## src/rtl/pp_pkg.sv

```systemverilog
// rtl/pp_pkg.sv - shared constants and state encoding for the post-processing chain
package pp_pkg;

  localparam int DATA_W_DEF      = 14;
  localparam int BG_LEN_LOG2_DEF = 6;

  localparam logic [2:0] ST_IDLE      = 3'd0;
  localparam logic [2:0] ST_WAIT_TRIG = 3'd1;
  localparam logic [2:0] ST_BG_ACC    = 3'd2;
  localparam logic [2:0] ST_BG_AVG    = 3'd3;
  localparam logic [2:0] ST_DEDUCT    = 3'd4;
  localparam logic [2:0] ST_WAIT_DONE = 3'd5;
  localparam logic [2:0] ST_FINISH    = 3'd6;

  typedef enum logic [2:0] {
    S_IDLE      = ST_IDLE,
    S_WAIT_TRIG = ST_WAIT_TRIG,
    S_BG_ACC    = ST_BG_ACC,
    S_BG_AVG    = ST_BG_AVG,
    S_DEDUCT    = ST_DEDUCT,
    S_WAIT_DONE = ST_WAIT_DONE,
    S_FINISH    = ST_FINISH
  } state_e;

endpackage

```

## src/rtl/bg_pp_sequencer_if.sv

```systemverilog
// rtl/bg_pp_sequencer_if.sv - host control, ADC capture and deduction-stage signals of the sequencer
// tmo_err exists only when PP_DONE_TIMEOUT_EN is defined.
interface bg_pp_sequencer_if import pp_pkg::*; #(
  parameter int DATA_W      = DATA_W_DEF,
  parameter int GATE_CNT_W  = 16,
  parameter int PULSE_CNT_W = 16
) ();

  logic                   start;
  logic                   abort;
  logic [PULSE_CNT_W-1:0] pulse_num;
  logic [GATE_CNT_W-1:0]  sample_num;
  logic                   trig_in;
  logic                   adc_valid;
  logic [DATA_W-1:0]      adc_data;
  logic                   bg_ded_done;
  logic                   bg_ded_en;
  logic                   data_valid_out;
  logic [DATA_W-1:0]      bg_value;
  logic                   bg_value_valid;
  logic [PULSE_CNT_W-1:0] pulse_cnt;
  logic                   busy;
  logic                   run_done;
  logic                   trig_err;
`ifdef PP_DONE_TIMEOUT_EN
  logic                   tmo_err;
`endif

  modport master (
    output start, abort, pulse_num, sample_num, trig_in, adc_valid, adc_data, bg_ded_done,
    input  bg_ded_en, data_valid_out, bg_value, bg_value_valid, pulse_cnt, busy, run_done, trig_err
`ifdef PP_DONE_TIMEOUT_EN
    , input tmo_err
`endif
  );

  modport slave (
    input  start, abort, pulse_num, sample_num, trig_in, adc_valid, adc_data, bg_ded_done,
    output bg_ded_en, data_valid_out, bg_value, bg_value_valid, pulse_cnt, busy, run_done, trig_err
`ifdef PP_DONE_TIMEOUT_EN
    , output tmo_err
`endif
  );

endinterface

```

## src/rtl/bg_avg_acc.sv

```systemverilog
// rtl/bg_avg_acc.sv - background accumulator with floor average over 2^BG_LEN_LOG2 samples
module bg_avg_acc #(
  parameter int DATA_W      = 14,
  parameter int BG_LEN_LOG2 = 6
) (
  input  logic              clk,
  input  logic              rst_n,
  input  logic              clr,
  input  logic              en,
  input  logic [DATA_W-1:0] data,
  output logic              done,
  output logic [DATA_W-1:0] avg
);

  localparam int ACC_W = DATA_W + BG_LEN_LOG2;

  logic signed [ACC_W-1:0] acc_q, acc_d;
  logic [BG_LEN_LOG2-1:0]  cnt_q, cnt_d;

  always_comb begin
    acc_d = acc_q;
    cnt_d = cnt_q;
    if (clr) begin
      acc_d = '0;
      cnt_d = '0;
    end else if (en) begin
      acc_d = acc_q + {{BG_LEN_LOG2{data[DATA_W-1]}}, data};
      cnt_d = cnt_q + 1'b1;
    end
  end

  // the counter wraps to zero on the last sample, so all-ones marks the final one
  assign done = en && !clr && (&cnt_q);
  // dropping the low bits of a two's-complement sum is an arithmetic shift, i.e. floor
  assign avg  = acc_q[ACC_W-1:BG_LEN_LOG2];

  always_ff @(posedge clk or negedge rst_n) begin
    if (!rst_n) begin
      acc_q <= '0;
      cnt_q <= '0;
    end else begin
      acc_q <= acc_d;
      cnt_q <= cnt_d;
    end
  end

endmodule

```

## src/rtl/bg_pp_sequencer.sv

```systemverilog
// rtl/bg_pp_sequencer.sv - per-pulse background averaging and deduction-window sequencer
// PP_DONE_TIMEOUT_EN adds a WAIT_DONE watchdog with a tmo_err pulse.
module bg_pp_sequencer import pp_pkg::*; #(
  parameter int DATA_W      = DATA_W_DEF,
  parameter int BG_LEN_LOG2 = BG_LEN_LOG2_DEF,
  parameter int GATE_CNT_W  = 16,
  parameter int PULSE_CNT_W = 16
`ifdef PP_DONE_TIMEOUT_EN
  , parameter int DONE_TMO  = 32
`endif
) (
  input logic              clk,
  input logic              rst_n,
  bg_pp_sequencer_if.slave bus
);

  state_e                 state_q, state_d;
  logic [PULSE_CNT_W-1:0] pulse_num_q, pulse_num_d;
  logic [PULSE_CNT_W-1:0] pulse_cnt_q, pulse_cnt_d;
  logic [PULSE_CNT_W-1:0] pulse_cnt_inc;
  logic [GATE_CNT_W-1:0]  sample_num_q, sample_num_d;
  logic [GATE_CNT_W-1:0]  gate_cnt_q, gate_cnt_d;
  logic [DATA_W-1:0]      bg_value_q, bg_value_d;
  logic                   trig_err_q, trig_err_d;
  logic                   dv_q, dv_d;
  logic                   zero_done_q, zero_done_d;
  logic                   acc_clr, acc_en, acc_done;
  logic [DATA_W-1:0]      acc_avg;
  logic                   done_evt;

  assign acc_clr = (state_q == S_WAIT_TRIG) && bus.trig_in;
  assign acc_en  = (state_q == S_BG_ACC) && bus.adc_valid && !bus.abort;

  bg_avg_acc #(
    .DATA_W      (DATA_W),
    .BG_LEN_LOG2 (BG_LEN_LOG2)
  ) u_acc (
    .clk   (clk),
    .rst_n (rst_n),
    .clr   (acc_clr),
    .en    (acc_en),
    .data  (bus.adc_data),
    .done  (acc_done),
    .avg   (acc_avg)
  );

`ifdef PP_DONE_TIMEOUT_EN
  localparam int TMO_W = $clog2(DONE_TMO + 1);
  logic [TMO_W-1:0] tmo_cnt_q, tmo_cnt_d;
  logic             tmo_hit;

  always_comb begin
    tmo_hit   = (state_q == S_WAIT_DONE) && !bus.bg_ded_done && (tmo_cnt_q == TMO_W'(DONE_TMO - 1));
    tmo_cnt_d = ((state_q == S_WAIT_DONE) && !bus.bg_ded_done) ? tmo_cnt_q + 1'b1 : '0;
    done_evt  = bus.bg_ded_done | tmo_hit;
  end

  assign bus.tmo_err = tmo_hit;

  always_ff @(posedge clk or negedge rst_n) begin
    if (!rst_n) tmo_cnt_q <= '0;
    else        tmo_cnt_q <= tmo_cnt_d;
  end
`else
  assign done_evt = bus.bg_ded_done;
`endif

  assign pulse_cnt_inc = pulse_cnt_q + 1'b1;
  assign bg_value_d    = (state_q == S_BG_AVG) ? acc_avg : bg_value_q;

  always_comb begin
    state_d      = state_q;
    pulse_num_d  = pulse_num_q;
    sample_num_d = sample_num_q;
    pulse_cnt_d  = pulse_cnt_q;
    gate_cnt_d   = gate_cnt_q;
    trig_err_d   = trig_err_q;
    dv_d         = 1'b0;
    zero_done_d  = 1'b0;
    case (state_q)
      S_IDLE: begin
        if (bus.start) begin
          if (bus.pulse_num != '0) begin
            pulse_num_d  = bus.pulse_num;
            sample_num_d = bus.sample_num;
            pulse_cnt_d  = '0;
            trig_err_d   = 1'b0;
            state_d      = S_WAIT_TRIG;
          end else begin
            zero_done_d  = 1'b1;
          end
        end
      end
      S_WAIT_TRIG: if (bus.trig_in) state_d = S_BG_ACC;
      S_BG_ACC:    if (acc_done) state_d = S_BG_AVG;
      S_BG_AVG: begin
        gate_cnt_d = '0;
        state_d    = S_DEDUCT;
      end
      S_DEDUCT: begin
        if (sample_num_q == '0) begin
          state_d = S_WAIT_DONE;
        end else if (bus.adc_valid) begin
          dv_d       = 1'b1;
          gate_cnt_d = gate_cnt_q + 1'b1;
          if (gate_cnt_q == sample_num_q - 1'b1) state_d = S_WAIT_DONE;
        end
      end
      S_WAIT_DONE: begin
        if (done_evt) begin
          pulse_cnt_d = pulse_cnt_inc;
          state_d     = (pulse_cnt_inc == pulse_num_q) ? S_FINISH : S_WAIT_TRIG;
        end
      end
      S_FINISH: state_d = S_IDLE;
      default:  state_d = S_IDLE;
    endcase
    if (bus.trig_in && (state_q inside {S_BG_ACC, S_BG_AVG, S_DEDUCT, S_WAIT_DONE}))
      trig_err_d = 1'b1;
    // abort wins over every transition and leaves the completed-pulse count intact
    if (bus.abort) begin
      state_d     = S_IDLE;
      dv_d        = 1'b0;
      zero_done_d = 1'b0;
      pulse_cnt_d = pulse_cnt_q;
    end
  end

  always_ff @(posedge clk or negedge rst_n) begin
    if (!rst_n) begin
      state_q      <= S_IDLE;
      pulse_num_q  <= '0;
      sample_num_q <= '0;
      pulse_cnt_q  <= '0;
      gate_cnt_q   <= '0;
      bg_value_q   <= '0;
      trig_err_q   <= 1'b0;
      dv_q         <= 1'b0;
      zero_done_q  <= 1'b0;
    end else begin
      state_q      <= state_d;
      pulse_num_q  <= pulse_num_d;
      sample_num_q <= sample_num_d;
      pulse_cnt_q  <= pulse_cnt_d;
      gate_cnt_q   <= gate_cnt_d;
      bg_value_q   <= bg_value_d;
      trig_err_q   <= trig_err_d;
      dv_q         <= dv_d;
      zero_done_q  <= zero_done_d;
    end
  end

  assign bus.bg_ded_en      = (state_q == S_DEDUCT) || (state_q == S_WAIT_DONE);
  assign bus.data_valid_out = dv_q;
  assign bus.bg_value       = bg_value_d;
  assign bus.bg_value_valid = (state_q == S_BG_AVG);
  assign bus.pulse_cnt      = pulse_cnt_q;
  assign bus.busy           = (state_q != S_IDLE);
  assign bus.run_done       = (state_q == S_FINISH) || zero_done_q;
  assign bus.trig_err       = trig_err_q;

endmodule

```

## src/flat_wrapper.sv

```systemverilog
// flat-port wrapper written by rule: the top's interface ports become plain ports
module bg_pp_sequencer_flat import pp_pkg::*;
#(
  parameter int DATA_W      = DATA_W_DEF,
  parameter int BG_LEN_LOG2 = BG_LEN_LOG2_DEF,
  parameter int GATE_CNT_W  = 16,
  parameter int PULSE_CNT_W = 16

)
  (clk, rst_n, bus_start, bus_abort, bus_pulse_num, bus_sample_num, bus_trig_in, bus_adc_valid, bus_adc_data, bus_bg_ded_done, bus_bg_ded_en, bus_data_valid_out, bus_bg_value, bus_bg_value_valid, bus_pulse_cnt, bus_busy, bus_run_done, bus_trig_err);
  bg_pp_sequencer_if #(.DATA_W(DATA_W), .GATE_CNT_W(GATE_CNT_W), .PULSE_CNT_W(PULSE_CNT_W)) bus_i ();
  input logic clk;
  input logic rst_n;
  input wire logic [$bits(bus_i.start)-1:0] bus_start;
  input wire logic [$bits(bus_i.abort)-1:0] bus_abort;
  input wire logic [$bits(bus_i.pulse_num)-1:0] bus_pulse_num;
  input wire logic [$bits(bus_i.sample_num)-1:0] bus_sample_num;
  input wire logic [$bits(bus_i.trig_in)-1:0] bus_trig_in;
  input wire logic [$bits(bus_i.adc_valid)-1:0] bus_adc_valid;
  input wire logic [$bits(bus_i.adc_data)-1:0] bus_adc_data;
  input wire logic [$bits(bus_i.bg_ded_done)-1:0] bus_bg_ded_done;
  output wire logic [$bits(bus_i.bg_ded_en)-1:0] bus_bg_ded_en;
  output wire logic [$bits(bus_i.data_valid_out)-1:0] bus_data_valid_out;
  output wire logic [$bits(bus_i.bg_value)-1:0] bus_bg_value;
  output wire logic [$bits(bus_i.bg_value_valid)-1:0] bus_bg_value_valid;
  output wire logic [$bits(bus_i.pulse_cnt)-1:0] bus_pulse_cnt;
  output wire logic [$bits(bus_i.busy)-1:0] bus_busy;
  output wire logic [$bits(bus_i.run_done)-1:0] bus_run_done;
  output wire logic [$bits(bus_i.trig_err)-1:0] bus_trig_err;
  assign bus_i.start = bus_start;
  assign bus_i.abort = bus_abort;
  assign bus_i.pulse_num = bus_pulse_num;
  assign bus_i.sample_num = bus_sample_num;
  assign bus_i.trig_in = bus_trig_in;
  assign bus_i.adc_valid = bus_adc_valid;
  assign bus_i.adc_data = bus_adc_data;
  assign bus_i.bg_ded_done = bus_bg_ded_done;
  assign bus_bg_ded_en = bus_i.bg_ded_en;
  assign bus_data_valid_out = bus_i.data_valid_out;
  assign bus_bg_value = bus_i.bg_value;
  assign bus_bg_value_valid = bus_i.bg_value_valid;
  assign bus_pulse_cnt = bus_i.pulse_cnt;
  assign bus_busy = bus_i.busy;
  assign bus_run_done = bus_i.run_done;
  assign bus_trig_err = bus_i.trig_err;
  bg_pp_sequencer #(.DATA_W(DATA_W), .BG_LEN_LOG2(BG_LEN_LOG2), .GATE_CNT_W(GATE_CNT_W), .PULSE_CNT_W(PULSE_CNT_W)) u_core (.clk(clk), .rst_n(rst_n), .bus(bus_i));
endmodule
```

## config.mk

```make
export PLATFORM = sky130hd
export DESIGN_NAME = bg_pp_sequencer_flat
export DESIGN_NICKNAME = d
export VERILOG_FILES = /design/src/rtl/pp_pkg.sv /design/src/rtl/bg_pp_sequencer_if.sv /design/src/rtl/bg_avg_acc.sv /design/src/rtl/bg_pp_sequencer.sv /design/src/flat_wrapper.sv
export SDC_FILE = /design/constraint.sdc
export NUM_CORES = 1
export LEC_CHECK = 0
export ABC_AREA = 1
export CAP_MARGIN = 20
export CORE_MARGIN = 2
export CORE_UTILIZATION = 51
export CTS_CLUSTER_SIZE = 40
export DETAILED_ROUTE_END_ITERATION = 10
export GPL_ROUTABILITY_DRIVEN = 0
export GPL_TIMING_DRIVEN = 1
export PLACE_DENSITY_LB_ADDON = 0.08
export SYNTH_ARGS = -nofsm -noshare
export SYNTH_HDL_FRONTEND = slang
export SYNTH_SLANG_ARGS = --single-unit
```

## constraint.sdc

```tcl
create_clock -name clk -period 1.9 [get_ports clk]
set_input_delay 0.285 -clock clk [delete_from_list [all_inputs] [get_ports clk]]
set_output_delay 0.285 -clock clk [all_outputs]
set_load 0.05 [all_outputs]
```

==> results_dict.tcl, run 1 <==
set metrics [dict create \
    setup.worst_path.start_class "register" \
    worstSetupPathType "register to register" \
    rsz0062_at_grt "true" \
    htree_levels 3 \
    grt_usage_pct 27.5 \
    synth_top_family_by_area "simple AND/OR/NAND/NOR gates" \
    cts_root_buf "clkbuf_16" \
    die_area_um2 14500 \
    ant_nets 0 \
    avgSynthCellArea_um2 7.25 \
    violations "setup timing" \
    dr.first_iter.drc_count 442 \
    reg2regPathDepth 13 \
    chipHeight_um 121 \
    layout.nets 1278 \
    route.detailed.drc 0 \
    n_antenna_cell 0 \
    outcome "complete, but fails checks" \
    hold_viol 0 \
    maxSlewViolCount 0 \
    pre_cts_ws_ns -0.691 \
    cp.arrival_ns 2.32 \
    post-dp-hpwl_mm 13.9 \
    core-area_um2 13200 \
    r2r_slack_ns -0.16 \
    start_util_pct 52.3 \
    clockBufferDepth 2 \
    ys_seq_elements 110 \
    num-fill-cells 836 \
    final-setup-viol-count 22 \
    fin_crit_ns 2.06 \
    yosys-mux-area-fraction_pct 0 \
    synth_fa_ha_area_share_pct 4.62 \
    area_growth_pct 55.4 \
    yosys_warnings 0 \
    worst_clock_skew_ns 0.00757 \
    ioPinCount 89 \
    wl_per_cell_um 15.4 \
    ys_seq_area_share_pct 39.7 \
    tightestPinTransition_ns 0.518 \
    slew_headroom_pct 65.3 \
    multi_input_area_um2 4550 \
    worst_path_most_repeated_cell "inv_2" \
    setup_ws_ns -0.157 \
    grt_antenna_before_repair 0 \
    overflow 0 \
    cts_inserted_buffers 9 \
    grt_max_degree 30 \
    yosys-top-cells-area "dfrtp_1 (40%), nand2_1 (15%), inv_1 (6.4%)" \
    p_leak_uw 0.00505 \
    synthCells 955 \
    finalNonFillerCells 1381 \
    synthArstFlopShare_pct 100 \
    path_clk_slew_ns 0.08 \
    viasPerCell 5.45 \
    num_vias 7521 \
    crit_chain "ha_2 > inv_2 > fa_2 > inv_2 > nand3_2 > nand2_2 > inv_2 > o21bai_4 > inv_2 > o21ai_4 > buf_4 > xnor2_1 > o31ai_1" \
    io_buffers 88 \
    ir_drop_mv 1.02 \
    max_freq_mhz 486 \
    end_kind "register" \
    dp_cells 1321 \
    ys.flop_type "dfrtp_1" \
    min_path_type "input pin to asynchronous set/reset pin" \
    synth_area_um2 6930 \
    slowest_delay_ns 0.35 \
    synth_top_area_share_pct 39.7 \
    synth_common_cells "nand2_1 (272), inv_1 (118), dfrtp_1 (110)" \
    r2r_start "u_core.u_acc.acc_q[0]" \
    grt_pass1_vias 6941 \
    synth.most_common_cell "nand2_1" \
    clock_sinks 110 \
    synth_edf_count 0 \
    clk_latency_ns 0.36 \
    dr.pass1.iters 5 \
    num_rows 42 \
    grt_pass1_wl_mm 32.0 \
    regArea_um2 2770 \
    drv_cap 0 \
    synth_xor_xnor_area_share_pct 4.19 \
    route.final.wire_length_mm 21.2 \
    yosys.area_share.simple_pct 30.1 \
    path_max_fanout 3 \
    r2r_end "u_core.u_acc.acc_q[8]" \
    required_ns 2.17 \
    period_share_pct 108 \
    synth-compound-area-share_pct 13.3 \
    syn-num-nets 1033 \
    cts_tree "built" \
    die_x_um 121 \
    power_density_nw_per_um2 1300 \
    yosys.area.top_type "dfrtp_1" \
    drive_gt1_share_pct 34.3 \
    cpMaxStageDelayCell "dfrtp_1" \
    ys_types 45 \
]
==> how the worst max path moves through the flow <==
stage                                      from                     end  slack, ns  depth (start not counted)
after floorplan               u_core.state_q[0]         bus_bg_value[4]      -0.25                          6
after global placement          bus_adc_data[0]  u_core.u_acc.acc_q[16]      -0.61                         16
after detailed placement        bus_adc_data[0]  u_core.u_acc.acc_q[16]      -0.69                         16
after CTS                 u_core.u_acc.acc_q[0]  u_core.u_acc.acc_q[16]      -0.17                         15
after global routing      u_core.u_acc.acc_q[0]   u_core.u_acc.acc_q[8]      -0.24                         13
final                     u_core.u_acc.acc_q[0]   u_core.u_acc.acc_q[8]      -0.16                         13
==> critical path, delay by kind of cell, from the launching register on <==
family                   cells  cell delay (ns)
AO/OA/AOI/OAI                3             0.51
XOR/XNOR                     1             0.06
adder cells (fa/ha/maj)      2             0.53
buffers and inverters        5             0.37
flip-flops                   1             0.35
AND/OR/NAND/NOR              2             0.14
==> cell families (layout without fill, tap and decap cells) <==
kind of cell	count (synthesis)	count (layout)
flip-flops	110	110
AO/OA/AOI/OAI	164	164
adder cells (fa/ha/maj)	25	25
AND/OR/NAND/NOR	480	480
XOR/XNOR	30	30
buffers and inverters	146	396
==> per-layer routing <==
layer  wire (um)  GRT usage [%]  share of wire (%)
met5           0              0                  0
met4         627           8.72                3.0
met3        1290           6.23                6.1
met2       10600           47.4                 50
met1        8680           34.4                 41
==> metrics by stage <==
| stage | power, uW | utilization (%) | hold slack [ns] | setup TNS, ns | instance area [um2] |
|---|---|---|---|---|---|
| after floorplan | 7700 | - | -0.0106 | -7.86 | 7120 |
| after global placement | 10100 | 69.3 | 0.257 | -6.94 | 9180 |
| after detailed placement | 10200 | 69.3 | 0.257 | -8.48 | 9180 |
| after CTS | 12800 | 75.0 | 0.412 | -0.940 | 9930 |
| after global routing | 14900 | 81.3 | 0.441 | -4.85 | 10800 |
| final | 14000 | 81.3 | 0.410 | -1.95 | 10800 |
==> state kept, by name (all words and copies together) (netlist names) <==
register                   count
u_core.u_acc.cnt_q             6
u_core.state_q                 3
u_core.bus.trig_err            1
u_core.u_acc.acc_q            20
u_core.pulse_num_q            16
u_core.bus.data_valid_out      1
u_core.zero_done_q             1
u_core.bg_value_q             14
u_core.gate_cnt_q             16
u_core.sample_num_q           16
u_core.bus.pulse_cnt          16
==> area by class of cell <==
class | instances | share of cell area, %
Timing Repair inverter | 1 | 0.151
Clock inverter | 5 | 0.384
Clock buffer | 11 | 2.35
Sequential cell | 110 | 25.7
Tap cell | 176 | 2.05
Multi-Input combinational cell | 699 | 42.3
Timing Repair Buffer | 251 | 22.3
Inverter | 128 | 4.75
==> placed cells by master (no fill, tap or decap), types with 3 or more instances in the layout <==
master and n:
a21oi_1 26, a21oi_2 9, a22o_1 3, buf_12 20
buf_4 141, buf_6 16, buf_8 4, clkbuf_16 10
clkdlybuf4s50_1 52, dfrtp_1 96, dfrtp_2 14, dlygate4sd2_1 13
ha_1 7, ha_4 15, inv_1 108, inv_2 13
inv_6 3, nand2_1 226, nand2_2 38, nand2_4 11
nand3_1 43, nand3_2 14, nand3b_1 9, nand4_1 23
nor2_1 48, nor2_2 24, nor2_4 21, nor3_1 5
nor3_2 3, nor4_1 3, o21a_1 3, o21ai_0 48
o21ai_1 14, o21ai_2 10, o21ai_4 11, o22ai_1 12
o22ai_2 6, o31ai_1 11, xnor2_1 6, xor2_1 22
==> repair_timing <==
| item | CTS | global route |
|---|---|---|
| gates resized for setup | 114 | 175 |
| pin swaps | 27 | 82 |
| hold endpoints to repair | 25 | 0 |
| gates cloned | 1 | 1 |
| endpoints found under the setup margin | 41 | 68 |
| buffers inserted | 14 | 32 |
| hold buffers | 1 | 0 |
==> power by group <==
group / total, uW / internal [uW] / switching, uW
combinational: 8180 / 3780 / 4410
clock: 1890 / 975 / 918
sequential: 3940 / 3120 / 820
Note: power is estimated with default switching activity, not from simulation.
==> run 2: changes to the inputs <==
--- a/config.mk
+++ b/config.mk
@@ -9,11 +9,13 @@
 export CAP_MARGIN = 20
 export CORE_MARGIN = 2
 export CORE_UTILIZATION = 51
+export CTS_CLUSTER_DIAMETER = 100
 export CTS_CLUSTER_SIZE = 40
 export DETAILED_ROUTE_END_ITERATION = 10
 export GPL_ROUTABILITY_DRIVEN = 0
 export GPL_TIMING_DRIVEN = 1
 export PLACE_DENSITY_LB_ADDON = 0.08
+export SLEW_MARGIN = 10
 export SYNTH_ARGS = -nofsm -noshare
 export SYNTH_HDL_FRONTEND = slang
 export SYNTH_SLANG_ARGS = --single-unit
==> results of run 2 <==
The final DEF is identical to that of run 1; final timing and power are the same.
